File: src/rtl/draw_cmd_sched.sv
// Shape command scheduler: round-robin intake from two requesters into a small
// FIFO, then issues one command at a time to the drawing engine and reports pixel counts.
module draw_cmd_sched #(
    parameter int FIFO_DEPTH = 4,
    parameter int CNT_W      = 16
) (
    input  logic                          clk,
    input  logic                          rst,
    input  logic                          req0_valid,
    output logic                          req0_ready,
    input  logic [1:0]                    req0_shape,
    input  logic [31:0]                   req0_coords,
    input  logic                          req1_valid,
    output logic                          req1_ready,
    input  logic [1:0]                    req1_shape,
    input  logic [31:0]                   req1_coords,
    output logic                          eng_start,
    output logic [1:0]                    eng_shape,
    output logic [7:0]                    eng_x0,
    output logic [7:0]                    eng_y0,
    output logic [7:0]                    eng_x1,
    output logic [7:0]                    eng_y1,
    input  logic                          eng_pixel_valid,
    input  logic                          eng_done,
    output logic                          cmp_valid,
    output logic                          cmp_src,
    output logic [CNT_W-1:0]              cmp_pixels,
    output logic [$clog2(FIFO_DEPTH):0]   fifo_level,
    output logic                          idle
);

    localparam int AW    = $clog2(FIFO_DEPTH);
    localparam int LVL_W = AW + 1;

    typedef struct packed {
        logic        src;
        logic [1:0]  shape;
        logic [31:0] coords;
    } cmd_t;

    typedef enum logic [1:0] {IDLE, ISSUE, RUN, REPORT} state_t;

    state_t           state, state_nxt;
    cmd_t             mem [FIFO_DEPTH];
    cmd_t             acc_cmd, head;
    logic [AW-1:0]    wr_ptr, rd_ptr;
    logic [LVL_W-1:0] count;
    logic             rr;
    logic             grant0, grant1, has_room;
    logic             acc0, acc1, acc_any, push, pop;
    logic             cur_src;
    logic [CNT_W-1:0] pix_cnt, pix_nxt;

    // Priority requester always granted; the other only when the priority one is idle.
    always_comb begin
        grant0   = !rr || !req1_valid;
        grant1   = rr || !req0_valid;
        pop      = (state == IDLE) && (count != '0);
        has_room = (count != LVL_W'(FIFO_DEPTH)) || pop;
    end

    assign req0_ready = !rst && has_room && grant0;
    assign req1_ready = !rst && has_room && grant1;
    assign acc0       = req0_valid && req0_ready;
    assign acc1       = req1_valid && req1_ready;
    assign acc_any    = acc0 || acc1;

    always_comb begin
        if (acc1) acc_cmd = '{src: 1'b1, shape: req1_shape, coords: req1_coords};
        else      acc_cmd = '{src: 1'b0, shape: req0_shape, coords: req0_coords};
    end

    // Shapes 0 and 3 are consumed here and never reach the FIFO.
    assign push = acc_any && (acc_cmd.shape == 2'd1 || acc_cmd.shape == 2'd2);
    assign head = mem[rd_ptr];

    always_ff @(posedge clk) begin
        if (push) mem[wr_ptr] <= acc_cmd;
    end

    always_ff @(posedge clk) begin
        if (rst) begin
            wr_ptr <= '0;
            rd_ptr <= '0;
            count  <= '0;
            rr     <= 1'b0;
        end else begin
            if (push) wr_ptr <= wr_ptr + 1'b1;
            if (pop)  rd_ptr <= rd_ptr + 1'b1;
            case ({push, pop})
                2'b10:   count <= count + 1'b1;
                2'b01:   count <= count - 1'b1;
                default: count <= count;
            endcase
            if (acc_any) rr <= ~acc_cmd.src;
        end
    end

    always_ff @(posedge clk) begin
        if (rst) state <= IDLE;
        else     state <= state_nxt;
    end

    always_comb begin
        state_nxt = state;
        case (state)
            IDLE:    if (pop) state_nxt = ISSUE;
            ISSUE:   state_nxt = RUN;
            RUN:     if (eng_done) state_nxt = REPORT;
            REPORT:  state_nxt = IDLE;
            default: state_nxt = IDLE;
        endcase
    end

    always_comb begin
        eng_start = (state == ISSUE);
        cmp_valid = (state == REPORT);
    end

    always_comb begin
        pix_nxt = pix_cnt;
        if (eng_pixel_valid && pix_cnt != '1) pix_nxt = pix_cnt + CNT_W'(1);
    end

    // Operands load only on pop, so they stay frozen for the whole engine run.
    always_ff @(posedge clk) begin
        if (rst) begin
            eng_shape  <= '0;
            eng_x0     <= '0;
            eng_y0     <= '0;
            eng_x1     <= '0;
            eng_y1     <= '0;
            cur_src    <= 1'b0;
            pix_cnt    <= '0;
            cmp_src    <= 1'b0;
            cmp_pixels <= '0;
        end else begin
            if (pop) begin
                eng_shape <= head.shape;
                eng_x0    <= head.coords[31:24];
                eng_y0    <= head.coords[23:16];
                eng_x1    <= head.coords[15:8];
                eng_y1    <= head.coords[7:0];
                cur_src   <= head.src;
                pix_cnt   <= '0;
            end else if (state == ISSUE || state == RUN) begin
                pix_cnt <= pix_nxt;
            end
            // Done-cycle pixel is folded in via pix_nxt.
            if (state == RUN && eng_done) begin
                cmp_src    <= cur_src;
                cmp_pixels <= pix_nxt;
            end
        end
    end

    assign fifo_level = count;
    assign idle       = (count == '0) && (state == IDLE);

endmodule

File: config.mk
export PLATFORM = sky130hd
export DESIGN_NAME = draw_cmd_sched
export DESIGN_NICKNAME = d
export VERILOG_FILES = /design/src/rtl/draw_cmd_sched.sv
export SDC_FILE = /design/constraint.sdc
export NUM_CORES = 1
export LEC_CHECK = 0
export ABC_AREA = 1
export BUFFER_PORTS_ARGS = -buffer_cell sky130_fd_sc_hd__buf_2
export CAP_MARGIN = 20
export CORE_MARGIN = 2
export CORE_UTILIZATION = 45
export DETAILED_ROUTE_END_ITERATION = 8
export HOLD_SLACK_MARGIN = 0.15
export PLACE_DENSITY = 0.7
export SYNTH_ARGS = -nofsm -noshare
export SYNTH_HDL_FRONTEND = slang
export SYNTH_SLANG_ARGS = --single-unit
File: constraint.sdc
create_clock -name clk -period 3.65 [get_ports clk]
set_input_delay 0.365 -clock clk [delete_from_list [all_inputs] [get_ports clk]]
set_output_delay 0.365 -clock clk [all_outputs]
set_load 0.05 [all_outputs]
# After elaboration in Yosys (flattened, before gate mapping)
# Memory sizes are Yosys's and may differ from the RTL's. A register that Yosys moved wholly into a read port is not among the register bits.
# Index checks and enable logic that the tools add are counted.
# totals
reg_bits	43
mem_bits_rw	140
out_inout_bits	59
mem_count	1
elab_cells	60
# memory_table
name	words	word_bits	read_ports	rd_clocked_by_memory_dff	wr	line	text
mem	4	35	1	1	1	44	cmd_t mem [FIFO_DEPTH];
# classes
n_bitwise	1
eq_ne	11
n_reduce_logical	26
mux	8
n_addsub	5
# op_table
cell	count
35-bit 2-to-1 mux	1
16-bit by 1-bit adder with 16-bit output (second input constant)	1
16-bit 2-to-1 mux	1
16-bit != test (second input constant)	1
1-bit logical AND	10
2-bit equality test (second input constant)	4
2-bit one-hot mux with 4 select lines	1
2-bit by 1-bit equality test with 1-bit output (second input constant)	3
1-bit logical OR	6
3-bit one-hot mux with 2 select lines	1
2-bit by 1-bit adder with 2-bit output (second input constant)	2
1-bit zero test	4
2-bit 2-to-1 mux	2
2-bit != test (second input constant)	2
3-bit by 1-bit adder with 3-bit output (second input constant)	1
3-bit zero test	1
3-bit != test (second input constant)	1
3-bit nonzero test	1
3-bit by 1-bit subtractor with 3-bit output (second input constant)	1
2-bit zero test	1
1-bit 2-to-1 mux	2
2-bit AND reduction	1
2-bit nonzero test	1
2-bit OR reduction	1
1-bit NOT	1

# Depth between registers and ports, before layout
# Gate-level depths: netlist (run 1).
# depth
word_depth	12
ltp_mapped	17
mapped_depth_nobuf	16

# Least setup slack after synthesis (run 1)
# OpenSTA, ideal clock, no wires.
# synth_timing
path_kind	reg-to-reg
start	register count[1], in the netlist fifo_level[1]
end	memory mem[0][0] (netlist bit), enable pin
t_arrival_ns	3.673
path_slack_ns	-0.450
t_required_ns	3.223
stages_incl_launch_ff	9
path_cell_list	dfxtp_1 -> nor2_1 -> nand2_1 -> nand2_1 -> a21oi_1 -> nand2_1 -> nand2_1 -> nand3_2 -> nor2_1
# synth_rtl
element	line	text
start: declaration	47	logic [LVL_W-1:0] count;
start signal: assignment	91	2'b10: count <= count + 1'b1;
start signal: assignment	92	2'b01: count <= count - 1'b1;
start signal: assignment	93	default: count <= count;
3-bit nonzero test	58	pop = (state == IDLE) && (count != '0);
1-bit logical AND	58	
1-bit logical OR *	59	has_room = (count != LVL_W'(FIFO_DEPTH)) || pop;
1-bit logical AND * (2 in a row)	62	assign req0_ready = !rst && has_room && grant0;
net req0_ready	10	output logic req0_ready,
1-bit logical AND *	64	assign acc0 = req0_valid && req0_ready;
1-bit logical OR *	66	assign acc_any = acc0 || acc1;
1-bit logical AND *	74	assign push = acc_any && (acc_cmd.shape == 2'd1 || acc_cmd.shape == 2'd2);
1-bit 2-to-1 mux *	78	if (push) mem[wr_ptr] <= acc_cmd;
1-bit 2-to-1 mux (not written as such) *	78	
end: declaration	44	
# The timed path passes the listed nets; every way through them passes the cells marked *.

# Final worst setup path (run 1)
# layout_timing
start	register state[0]
end	register count[2], in the netlist fifo_level[2]
# layout_between
elab_chain_cells	12
# layout_lines
element	line	text
start: declaration	43	state_t state, state_nxt;
start signal: assignment	101	else state <= state_nxt;
2-bit zero test *	58	
1-bit logical AND *	58	
1-bit logical OR	59	
1-bit logical AND	62, 63	
1-bit logical AND	63	assign req1_ready = !rst && has_room && grant1;
1-bit logical AND	65	assign acc1 = req1_valid && req1_ready;
35-bit 2-to-1 mux	69	if (acc1) acc_cmd = '{src: 1'b1, shape: req1_shape, coords: req1_coords};
2-bit by 1-bit equality test with 1-bit output / 2-bit equality test (equally long branches)	74	
1-bit logical OR	74	
1-bit logical AND	74	
2-bit by 1-bit equality test with 1-bit output / 2-bit equality test (equally long branches)	90	case ({push, pop})
3-bit one-hot mux with 2 select lines / 2-bit nonzero test (equally long branches)	n/a	
# Mark *: on every way between the ends. The rest lies on a longest branch, timed or not.
# A chain may end at the register's enable or synchronous reset.

==> impl_metrics.py, run 1 <==
metrics = {
    "sta": {
        "hold_ws_ns": 0.1830,
        "fin_skew_ns": 0.008318,
        "finalWorstSetupSlack_ns": 0.5832,
        "drv_slew": 0,
        "period_share": 0.8402,
        "rsz0062_at_grt": "false",
        "slew_headroom": 0.4960,
        "fmax_mhz": 326.1,
        "hold_viol_final": 0,
        "timing.final.crit_period_ns": 3.067,
        "tightest_slew_ns": 0.7549,
        "setup_viol": 0,
    },
    "status": {
        "outcome": "finished, final reports clean",
    },
    "worst_setup_path": {
        "worstPathRequired_ns": 4.05,
        "crit_chain": "inv_1 -> ha_1 -> nor2_1 -> nand2_1 -> nand4_1 -> buf_4 -> nand2_1 -> o21ai_1 -> nand2_1 -> nand3_2 -> ha_1 -> inv_1 -> fa_1 -> a21oi_1 -> o21ai_0 -> o21ai_0 -> a21oi_1",
        "cp.arrival_ns": 3.46,
        "end_kind": "register",
        "worst_path_most_repeated_cell": "nand2_1",
        "critPathMaxStageDelay_ns": 0.37,
        "crit_start": "state[0]",
        "critPathKind": "reg2reg",
        "r2r_slack_ns": 0.58,
        "r2r_cells": 17,
        "cp_max_fo": 26,
        "cp-start-kind": "register",
        "worstReg2RegEnd": "fifo_level[2]",
        "critical-path-slowest-cell": "fa_1",
        "r2r-start": "state[0]",
    },
    "finish": {
        "diodes": 0,
        "final_core_util": 0.5454,
        "area_growth_pct": 19.27,
        "drive_gt1_frac": 0.1879,
        "finalNetCount": 1190,
        "final_area_um2": 11040,
    },
    "synthesis": {
        "synth_seq_cells": 218,
        "async_flop_share": 0,
        "yosysTopAreaCell": "edfxtp_1",
        "synth_nets": 1069,
        "synth_commonest_cells": "nor2_1 (197), nand2_1 (175), edfxtp_1 (140), o21ai_0 (118), dfxtp_1 (78)",
        "netlist.area_leader.share": 0.4543,
        "synth_warnings": 0,
        "ys_top_cells_by_area": "edfxtp_1 (45%), dfxtp_1 (17%), nor2_1 (8.0%), nand2_1 (7.1%), o21ai_0 (6.4%)",
        "netlist_instances": 984,
        "yosysUniqueCellTypes": 31,
        "synth.most_common_cell": "nor2_1",
        "synth_edf_count": 140,
        "synth_flop_cell": "edfxtp_1",
        "avgSynthCellArea_um2": 9.404,
        "ys_seq_area_frac": 0.6230,
        "syn_area_um2": 9254,
    },
    "pwr": {
        "peakVddDrop_mv": 0.5786,
        "powerDensity_nw_per_um2": 785.9,
        "power_frac_comb": 0.350,
        "p_seq_frac": 0.378,
        "p_leak_nw": 4.613,
        "pwr-share-clk": 0.272,
        "p_sw_w": 0.003471,
        "p_sw_frac": 0.4002,
        "intPower_w": 0.005202,
    },
    "hold_path": {
        "min-delay-start": "req1_coords[29]",
        "min_path_cells": 3,
        "hp-class": "in2reg",
        "hold_path_end": "mem[3][29]",
    },
    "clock_network": {
        "numCtsBuffers": 24,
        "cts_tree": "yes",
        "clockRootBuffer": "clkbuf_16",
        "htree_levels": 1,
        "cts_sinks": 218,
        "postCtsSetupRepairBufs": 0,
        "clk_pin_slew_ns": 0.06,
        "clk_path_buf_depth": 3,
        "ctsResizeCount": 0,
        "clk_latency_ns": 0.52,
        "hold_buffers": 1,
    },
    "die": {
        "ios": 133,
        "die-area_um2": 21730,
        "core_area_um2": 20230,
        "die_h_um": 147.4,
        "rows": 52,
        "die_w_um": 147.4,
        "start_util": 0.4573,
    },
    "global_route": {
        "grt_pass1_wl_um": 32320,
        "grt_overflow_total": 0,
        "grtUsageTotal": 0.1850,
        "antenna_found_initial": 0,
        "grt_max_degree": 72,
        "grt_pass1_vias": 6389,
    },
    "placed_design": {
        "post_dp_cell_area_um2": 10220,
        "globalplace.congestion": 0.7909,
        "pre_cts_ws_ns": 0.5848,
        "dpl.hpwl_um": 12330,
        "port_buffers": 132,
    },
    "detailed_routing": {
        "viasPerCell": 4.970,
        "first_iter_violations": 530,
        "drc_errors": 0,
        "antenna_left": 0,
        "avgRoutedWirePerCell_um": 14.62,
        "vias": 6923,
        "routed_wl_um": 20360,
        "drtPass1Iterations": 6,
    },
    "flow_run": {
        "maxCapViolations": 0,
    },
}
worst max-delay path by stage:
stage                     to  cells past startpoint
4_1_cts        fifo_level[2]                     17
6_report       fifo_level[2]                     17
3_5_place_dp   fifo_level[2]                     17
2_1_floorplan      mem[0][0]                      8
5_1_grt        fifo_level[2]                     17
3_3_place_gp   fifo_level[2]                     17
sequential cells by signal, indices dropped and copies added, names as in the netlist, 2 cells and up:
register    flops
state           2
eng_y1          8
eng_shape       2
eng_x0          8
eng_x1          8
rd_ptr          2
fifo_level      3
wr_ptr          2
mem           140
eng_y0          8
cmp_pixels     16
pix_cnt        16
per-stage QoR:
stage          setup TNS [ns]  total power, W  instances
2_1_floorplan          -63.03        0.005598        984
3_3_place_gp                0        0.006290       1346
3_5_place_dp                0        0.006349       1347
4_1_cts                     0        0.008709       1392
5_1_grt                     0        0.009166       1393
6_report                    0        0.008673       1393
critical path: cells and delay by family, from the launching register on:
| kind | cells | cell delay (ns) |
|---|---|---|
| AND/OR/NAND/NOR | 6 | 0.74 |
| buffers and inverters | 3 | 0.48 |
| AO/OA/AOI/OAI | 5 | 0.57 |
| flip-flops | 1 | 0.36 |
| adder cells (fa/ha/maj) | 3 | 0.80 |
layer usage:
metal	vias to the layer above	share of wire	track usage
li1	3550	-	-
met1	3129	0.46	0.2579
met4	0	0.022	0.04856
met2	210	0.47	0.3058
met5	-	0	0
met3	34	0.055	0.02778
logic make-up (layout without fill, tap and decap cells):
| group | Yosys count | after routing | share of synthesized area |
|---|---|---|---|
| AOI/OAI and AO/OA | 207 | 207 | 0.1210 |
| xor gates and xnor gates | 8 | 8 | 0.007572 |
| adders and majority gates | 11 | 11 | 0.01568 |
| buffers and inverters | 131 | 270 | 0.05557 |
| DFF | 218 | 218 | 0.6230 |
| and+or+nand+nor | 409 | 409 | 0.1771 |
layout by cell type, fill, tap and decap left out, drive strengths merged:
master	instances
nand4	5
inv	81
a221oi	1
nor3	8
o22ai	1
nand3	21
edfxtp	140
clkbuf	26
clkinv	11
ha	10
bufinv	2
a21oi	25
clkinvlp	4
dlygate4sd3	1
buf	145
dfxtp	78
o21ai	138
xor2	8
nor2	197
nand2	177
nand3b	1
a31oi	36
o211ai	6
fa	1
power by group through the flow:
stage                     sequential, W  combinational, W  clock, W
after floorplan                 0.00399           0.00161         0
after CTS                       0.00328           0.00304   0.00239
after global placement          0.00332           0.00297         0
final                           0.00328           0.00304   0.00236
after global routing            0.00333           0.00335   0.00249
after detailed placement        0.00333           0.00302         0
area by class of cell:
class	count	area, um2
Timing Repair Buffer	146	838.3
Inverter	80	302.8
Tap cell	270	337.8
Clock inverter	18	167.7
Clock buffer	26	618.1
Sequential cell	218	5768
Fill cell	1789	9198
Multi-Input combinational cell	635	3004
(Power assumes the default switching activity.)
==> run 2: changes to the inputs <==
--- a/config.mk
+++ b/config.mk
@@ -5,7 +5,7 @@
 export SDC_FILE = /design/constraint.sdc
 export NUM_CORES = 1
 export LEC_CHECK = 0
-export ABC_AREA = 1
+export ABC_AREA = 0
 export BUFFER_PORTS_ARGS = -buffer_cell sky130_fd_sc_hd__buf_2
 export CAP_MARGIN = 20
 export CORE_MARGIN = 2
==> constraint.sdc (replaced) <==
create_clock -name clk -period 3 [get_ports clk]
set_input_delay 0.3 -clock clk [delete_from_list [all_inputs] [get_ports clk]]
set_output_delay 0.3 -clock clk [all_outputs]
set_load 0.05 [all_outputs]
==> impl_metrics.py, run 2 <==
metrics = {
    "detailed_routing": {
        "routed_wl_um": 19850,
        "first_iter_violations": 313,
        "drtPass1Iterations": 4,
        "avgRoutedWirePerCell_um": 18.08,
        "vias": 5941,
        "viasPerCell": 5.411,
        "drc_errors": 0,
        "antenna_left": 0,
    },
    "hold_path": {
        "hp-class": "in2reg",
        "min_path_cells": 2,
        "hold_path_end": "mem[1][3]",
        "min-delay-start": "req0_coords[3]",
    },
    "synthesis": {
        "syn_area_um2": 9114,
        "synth_flop_cell": "edfxtp_1",
        "synth_nets": 755,
        "yosysTopAreaCell": "edfxtp_1",
        "netlist.area_leader.share": 0.4613,
        "ys_seq_area_frac": 0.6326,
        "async_flop_share": 0,
        "netlist_instances": 670,
        "synth_warnings": 0,
        "synth.most_common_cell": "edfxtp_1",
        "yosysUniqueCellTypes": 58,
        "synth_commonest_cells": "edfxtp_1 (140), nand2_1 (92), dfxtp_1 (78), a21oi_1 (57), mux4_2 (35)",
        "synth_edf_count": 140,
        "synth_seq_cells": 218,
        "avgSynthCellArea_um2": 13.60,
        "ys_top_cells_by_area": "edfxtp_1 (46%), dfxtp_1 (17%), mux4_2 (8.6%), nand2_1 (3.8%), mux2_1 (3.6%)",
    },
    "clock_network": {
        "postCtsSetupRepairBufs": 0,
        "clk_latency_ns": 0.49,
        "htree_levels": 1,
        "clockRootBuffer": "clkbuf_16",
        "numCtsBuffers": 23,
        "clk_path_buf_depth": 3,
        "cts_sinks": 218,
        "clk_pin_slew_ns": 0.06,
        "cts_tree": "yes",
        "ctsResizeCount": 0,
    },
    "sta": {
        "fin_setup_tns_ns": 0,
        "timing.final.crit_period_ns": 2.829,
        "rsz0062_at_grt": "false",
        "drv_slew": 0,
        "tightest_slew_ns": 0.7116,
        "setup_viol": 0,
        "slew_headroom": 0.5227,
        "fmax_mhz": 353.5,
        "period_share": 0.9430,
        "hold_viol_final": 0,
        "fin_skew_ns": 0.008643,
    },
    "finish": {
        "reg_top3": "mem: 140 flops, cmp_pixels: 16 flops, pix_cnt: 16 flops",
        "largest_register_ffs": 140,
        "drive_gt1_frac": 0.2914,
        "final_cell_mix": "edfxtp_1 (140), buf_2 (132), nand2_1 (92)",
        "regMostFlops": "mem",
        "layout_commonest_cell": "edfxtp_1",
        "area_growth_pct": 20.06,
        "finalNetCount": 896,
    },
    "placed_design": {
        "globalplace.congestion": 0.8295,
        "dpl.hpwl_um": 12240,
        "port_buffers": 132,
    },
    "worst_setup_path": {
        "cp.arrival_ns": 3.06,
        "end_kind": "register",
        "r2r_cells": 8,
        "critPathKind": "reg2reg",
        "critical-path-slowest-cell": "dlygate4sd3_1",
        "r2r_slack_ns": 0.17,
        "worstReg2RegEnd": "mem[0][2]",
        "critPathMaxStageDelay_ns": 0.60,
        "cp-start-kind": "register",
        "cp_max_fo": 38,
        "worstPathRequired_ns": 3.23,
        "worst_path_most_repeated_cell": "inv_1",
        "crit_chain": "inv_1 -> ha_1 -> inv_1 -> a31oi_4 -> and3_2 -> buf_12 -> mux2_2 -> dlygate4sd3_1",
        "r2r-start": "state[0]",
    },
    "status": {
        "outcome": "finished, final reports clean",
    },
    "die": {
        "die_w_um": 146.3,
        "start_util": 0.4548,
        "core_area_um2": 20040,
        "ios": 133,
        "die-area_um2": 21410,
        "rows": 52,
        "die_h_um": 146.3,
    },
    "global_route": {
        "grt_max_degree": 43,
        "grt_overflow_total": 0,
        "antenna_found_initial": 1,
        "grt_pass1_wl_um": 31820,
        "grt_pass1_vias": 6041,
        "grtUsageTotal": 0.1862,
    },
    "flow_run": {
        "maxCapViolations": 0,
    },
    "pwr": {
        "p_leak_nw": 3.880,
        "powerDensity_nw_per_um2": 877.2,
        "peakVddDrop_mv": 0.6617,
        "fin_total_pwr_w": 0.009598,
    },
}
## run 2: where the power goes
group,internal [W],leakage (nW),switching (W)
registers,0.00355,1.90,0.000220
clock network,0.00179,0.379,0.00110
logic,0.000853,1.60,0.00209
## run 2: timing repair
action | 4_1_cts | 5_1_grt
endpoints found under the hold margin | 16 | 0
hold buffers | 8 | 0
setup endpoints to repair | 0 | 0
## run 2: critical path: cells and delay by family (launching register included)
family	cells	cell delay, ns
flip-flops	1	0.34
AO/OA/AOI/OAI	1	0.28
AND/OR/NAND/NOR	1	0.26
multiplexers	1	0.37
buffers and inverters	4	1.06
adder cells (fa/ha/maj)	1	0.25
## run 2: how the worst max path moves through the flow
stage,startpoint,to,slack (ns),cells past startpoint
2_1_floorplan,fifo_level[2],state[1],0.06,4
3_3_place_gp,state[0],fifo_level[2],0.64,12
3_5_place_dp,state[0],fifo_level[2],0.60,12
4_1_cts,state[0],mem[1][2],0.15,8
5_1_grt,state[0],mem[2][2],0.03,8
6_report,state[0],mem[0][2],0.17,8
## run 2: area by class of cell
class / count / area (um2)
flip-flops and latches: 218 / 5768
clock buffers: 33 / 663.1
inverters: 14 / 52.55
diodes: 1 / 2.502
multi-input cells: 398 / 3104
repair buffers: 156 / 898.4
well taps: 270 / 337.8
fillers: 1707 / 9097
clock inverters: 8 / 115.1
## run 2: cell families (layout without fill, tap and decap cells)
group                      Yosys count  in the layout  share of synthesized area
xor gates and xnor gates             6              6                   0.005766
DFF                                218            218                     0.6326
other                                0              1                          0
adders and majority gates           11             11                    0.01593
AOI/OAI and AO/OA                  117            117                    0.08402
buffers and inverters               54            211                    0.02746
muxes                               72             72                     0.1318
and+or+nand+nor                    192            192                     0.1024
## run 2: per-layer routing
metal	vias up	part of all wire	GRT usage
li1	2832	-	-
met1	2917	0.44	0.2431
met2	165	0.49	0.3241
met3	25	0.055	0.03531
met4	2	0.016	0.04466
met5	-	0.00055	0
## run 2: per-stage QoR
step                hold slack, ns  std cells  setup slack, ns  cell area (um2)  utilization
floorplan                   0.4161        670          0.05838             9114            -
global placement            0.4389       1048           0.6398            10080       0.5031
detailed placement          0.4441       1048           0.5970            10080       0.5031
CTS                         0.1501       1097           0.1529            10940       0.5459
global route                0.1621       1097          0.03417            10940       0.5459
finish                      0.1653       1098           0.1709            10940       0.5460
==> run 3: changes to the inputs <==
--- a/config.mk
+++ b/config.mk
@@ -8,6 +8,7 @@
 export ABC_AREA = 0
 export BUFFER_PORTS_ARGS = -buffer_cell sky130_fd_sc_hd__buf_2
 export CAP_MARGIN = 20
+export CORE_ASPECT_RATIO = 1.75
 export CORE_MARGIN = 2
 export CORE_UTILIZATION = 45
 export DETAILED_ROUTE_END_ITERATION = 8
==> impl_metrics.py, run 3 (synthesis gave the netlist of run 2 again) <==
metrics = {
    "detailed_routing": {
        "vias": 6020,
        "antenna_left": 0,
        "drc_errors": 0,
        "drtPass1Iterations": 5,
        "routed_wl_um": 20870,
        "first_iter_violations": 452,
        "avgRoutedWirePerCell_um": 19.50,
        "viasPerCell": 5.626,
    },
    "global_route": {
        "grt_max_degree": 50,
        "antenna_found_initial": 0,
        "grt_pass1_wl_um": 32750,
        "grt_pass1_vias": 6254,
        "grt_overflow_total": 0,
        "grtUsageTotal": 0.1939,
    },
    "worst_setup_path": {
        "cp.depth": 8,
        "end_kind": "register",
        "endpoint": "mem[0][4]",
        "cp-start-kind": "register",
        "r2r_slack_ns": 0.20,
        "crit_chain": "inv_1 -> ha_1 -> inv_1 -> a31oi_4 -> and3_2 -> buf_12 -> mux2_2 -> dlygate4sd3_1",
        "critPathMaxStageDelay_ns": 0.55,
        "cp.arrival_ns": 3.04,
        "worstPathRequired_ns": 3.24,
        "cp_max_fo": 38,
        "r2r-start": "state[0]",
        "worstReg2RegEnd": "mem[0][4]",
        "crit_start": "state[0]",
        "critPathKind": "reg2reg",
        "worst_path_most_repeated_cell": "inv_1",
        "critical-path-slowest-cell": "dlygate4sd3_1",
        "r2r_cells": 8,
        "path_buf_inv": 4,
        "cp_top_family": "buffers and inverters",
    },
    "sta": {
        "setup_viol": 0,
        "drv_slew": 0,
        "hold_viol_final": 0,
        "period_share": 0.9324,
        "finalWorstSetupSlack_ns": 0.2029,
        "rsz0062_at_grt": "false",
        "fin_skew_ns": 0.01514,
        "fin_setup_tns_ns": 0,
        "fmax_mhz": 357.5,
        "slew_headroom": 0.4799,
        "timing.final.crit_period_ns": 2.797,
        "tightest_slew_ns": 0.7756,
        "hold_ws_ns": 0.1667,
    },
    "placed_design": {
        "post_dp_cell_area_um2": 10100,
        "dpl.hpwl_um": 13920,
        "port_buffers": 132,
        "globalplace.congestion": 0.8745,
        "pre_cts_ws_ns": 0.5655,
        "place_inst": 1026,
    },
    "die": {
        "die_w_um": 111.6,
        "ios": 133,
        "die_h_um": 192.3,
        "start_util": 0.4597,
        "core_area_um2": 19820,
        "rows": 68,
        "die-area_um2": 21450,
    },
    "finish": {
        "finalNetCount": 896,
        "layout_commonest_cell": "edfxtp_1",
        "final_cell_mix": "edfxtp_1 (140), buf_2 (132), nand2_1 (92)",
        "largest_register_ffs": 140,
        "multi_input_area_um2": 3104,
        "diodes": 0,
        "area_growth_pct": 18.70,
        "final_area_um2": 10820,
        "regMostFlops": "mem",
        "reg_top3": "mem: 140 flops, cmp_pixels: 16 flops, pix_cnt: 16 flops",
        "drive_gt1_frac": 0.2909,
        "stdcell_count": 1070,
        "final-seq-area_um2": 5768,
        "nFillCells": 1642,
    },
    "clock_network": {
        "clk_path_buf_depth": 3,
        "cts_tree": "yes",
        "cts_sinks": 218,
        "ctsResizeCount": 0,
        "numCtsBuffers": 21,
        "clk_pin_slew_ns": 0.06,
        "htree_levels": 1,
        "clk_latency_ns": 0.49,
        "clockRootBuffer": "clkbuf_16",
    },
    "pwr": {
        "powerDensity_nw_per_um2": 860.6,
        "p_leak_nw": 3.843,
        "peakVddDrop_mv": 0.5546,
    },
    "status": {
        "outcome": "finished, final reports clean",
    },
    "hold_path": {
        "hp-class": "in2reg",
    },
    "flow_run": {
        "maxCapViolations": 0,
    },
}
-- run 3: changes by cell type in the layout (fill, tap and decap cells not counted), moves of 2 or more --
| cell | change |
|---|---|
| clkbuf_1 | -2 |
| clkinv_1 | +2 |
| buf_12 | +2 |
| clkbuf_8 | -5 |
| clkinv_2 | +4 |
| clkbuf_16 | -2 |
-- run 3: power by group --
| group | total [W] | internal (W) | switching [W] |
|---|---|---|---|
| Sequential | 0.00380 | 0.00355 | 0.000249 |
| Combinational | 0.00295 | 0.000866 | 0.00208 |
| Clock | 0.00256 | 0.00146 | 0.00110 |
-- run 3: worst min path at each step --
stage	to	cells past startpoint	start
after floorplan	rr	1	req1_valid
after global placement	eng_x1[4]	2	eng_x1[4]
after detailed placement	eng_x1[4]	2	eng_x1[4]
after CTS	mem[0][18]	2	req0_coords[18]
after global routing	mem[2][1]	2	req1_coords[1]
final	mem[0][3]	2	req0_coords[3]
-- run 3: routing by layer --
layer	routed length, um	vias up	GRT usage	part of all wire
met5	0	-	0	0
met4	758	0	0.07930	0.036
met3	993	55	0.02701	0.048
met2	11610	169	0.3778	0.56
met1	7505	2968	0.2086	0.36
li1	-	2828	-	-
-- run 3: cell type report --
class / count / area share
multi-input cells: 398 / 0.2870
well taps: 245 / 0.02834
clock inverters: 13 / 0.01053
clock buffers: 24 / 0.04962
repair buffers: 158 / 0.08651
inverters: 14 / 0.004858
flip-flops and latches: 218 / 0.5332
-- run 3: worst register-to-register path, cell delays in order, from the launching register on --
cell	delay (ns)
dfxtp_1	0.34
inv_1	0.08
ha_1	0.25
inv_1	0.11
a31oi_4	0.28
and3_2	0.26
buf_12	0.25
mux2_2	0.41
dlygate4sd3_1	0.55
-- run 3: metrics by stage --
step                  util  power [W]
finish              0.5457   0.009310
global route        0.5457   0.009745
CTS                 0.5457   0.009429
detailed placement  0.5093   0.006852
global placement    0.5093   0.006808
floorplan                -   0.006018
-- run 3: repair_timing --
item | 4_1_cts | 5_1_grt
hold buffers | 7 | 0
hold endpoints to repair | 11 | 0
buffers inserted | 0 | 0
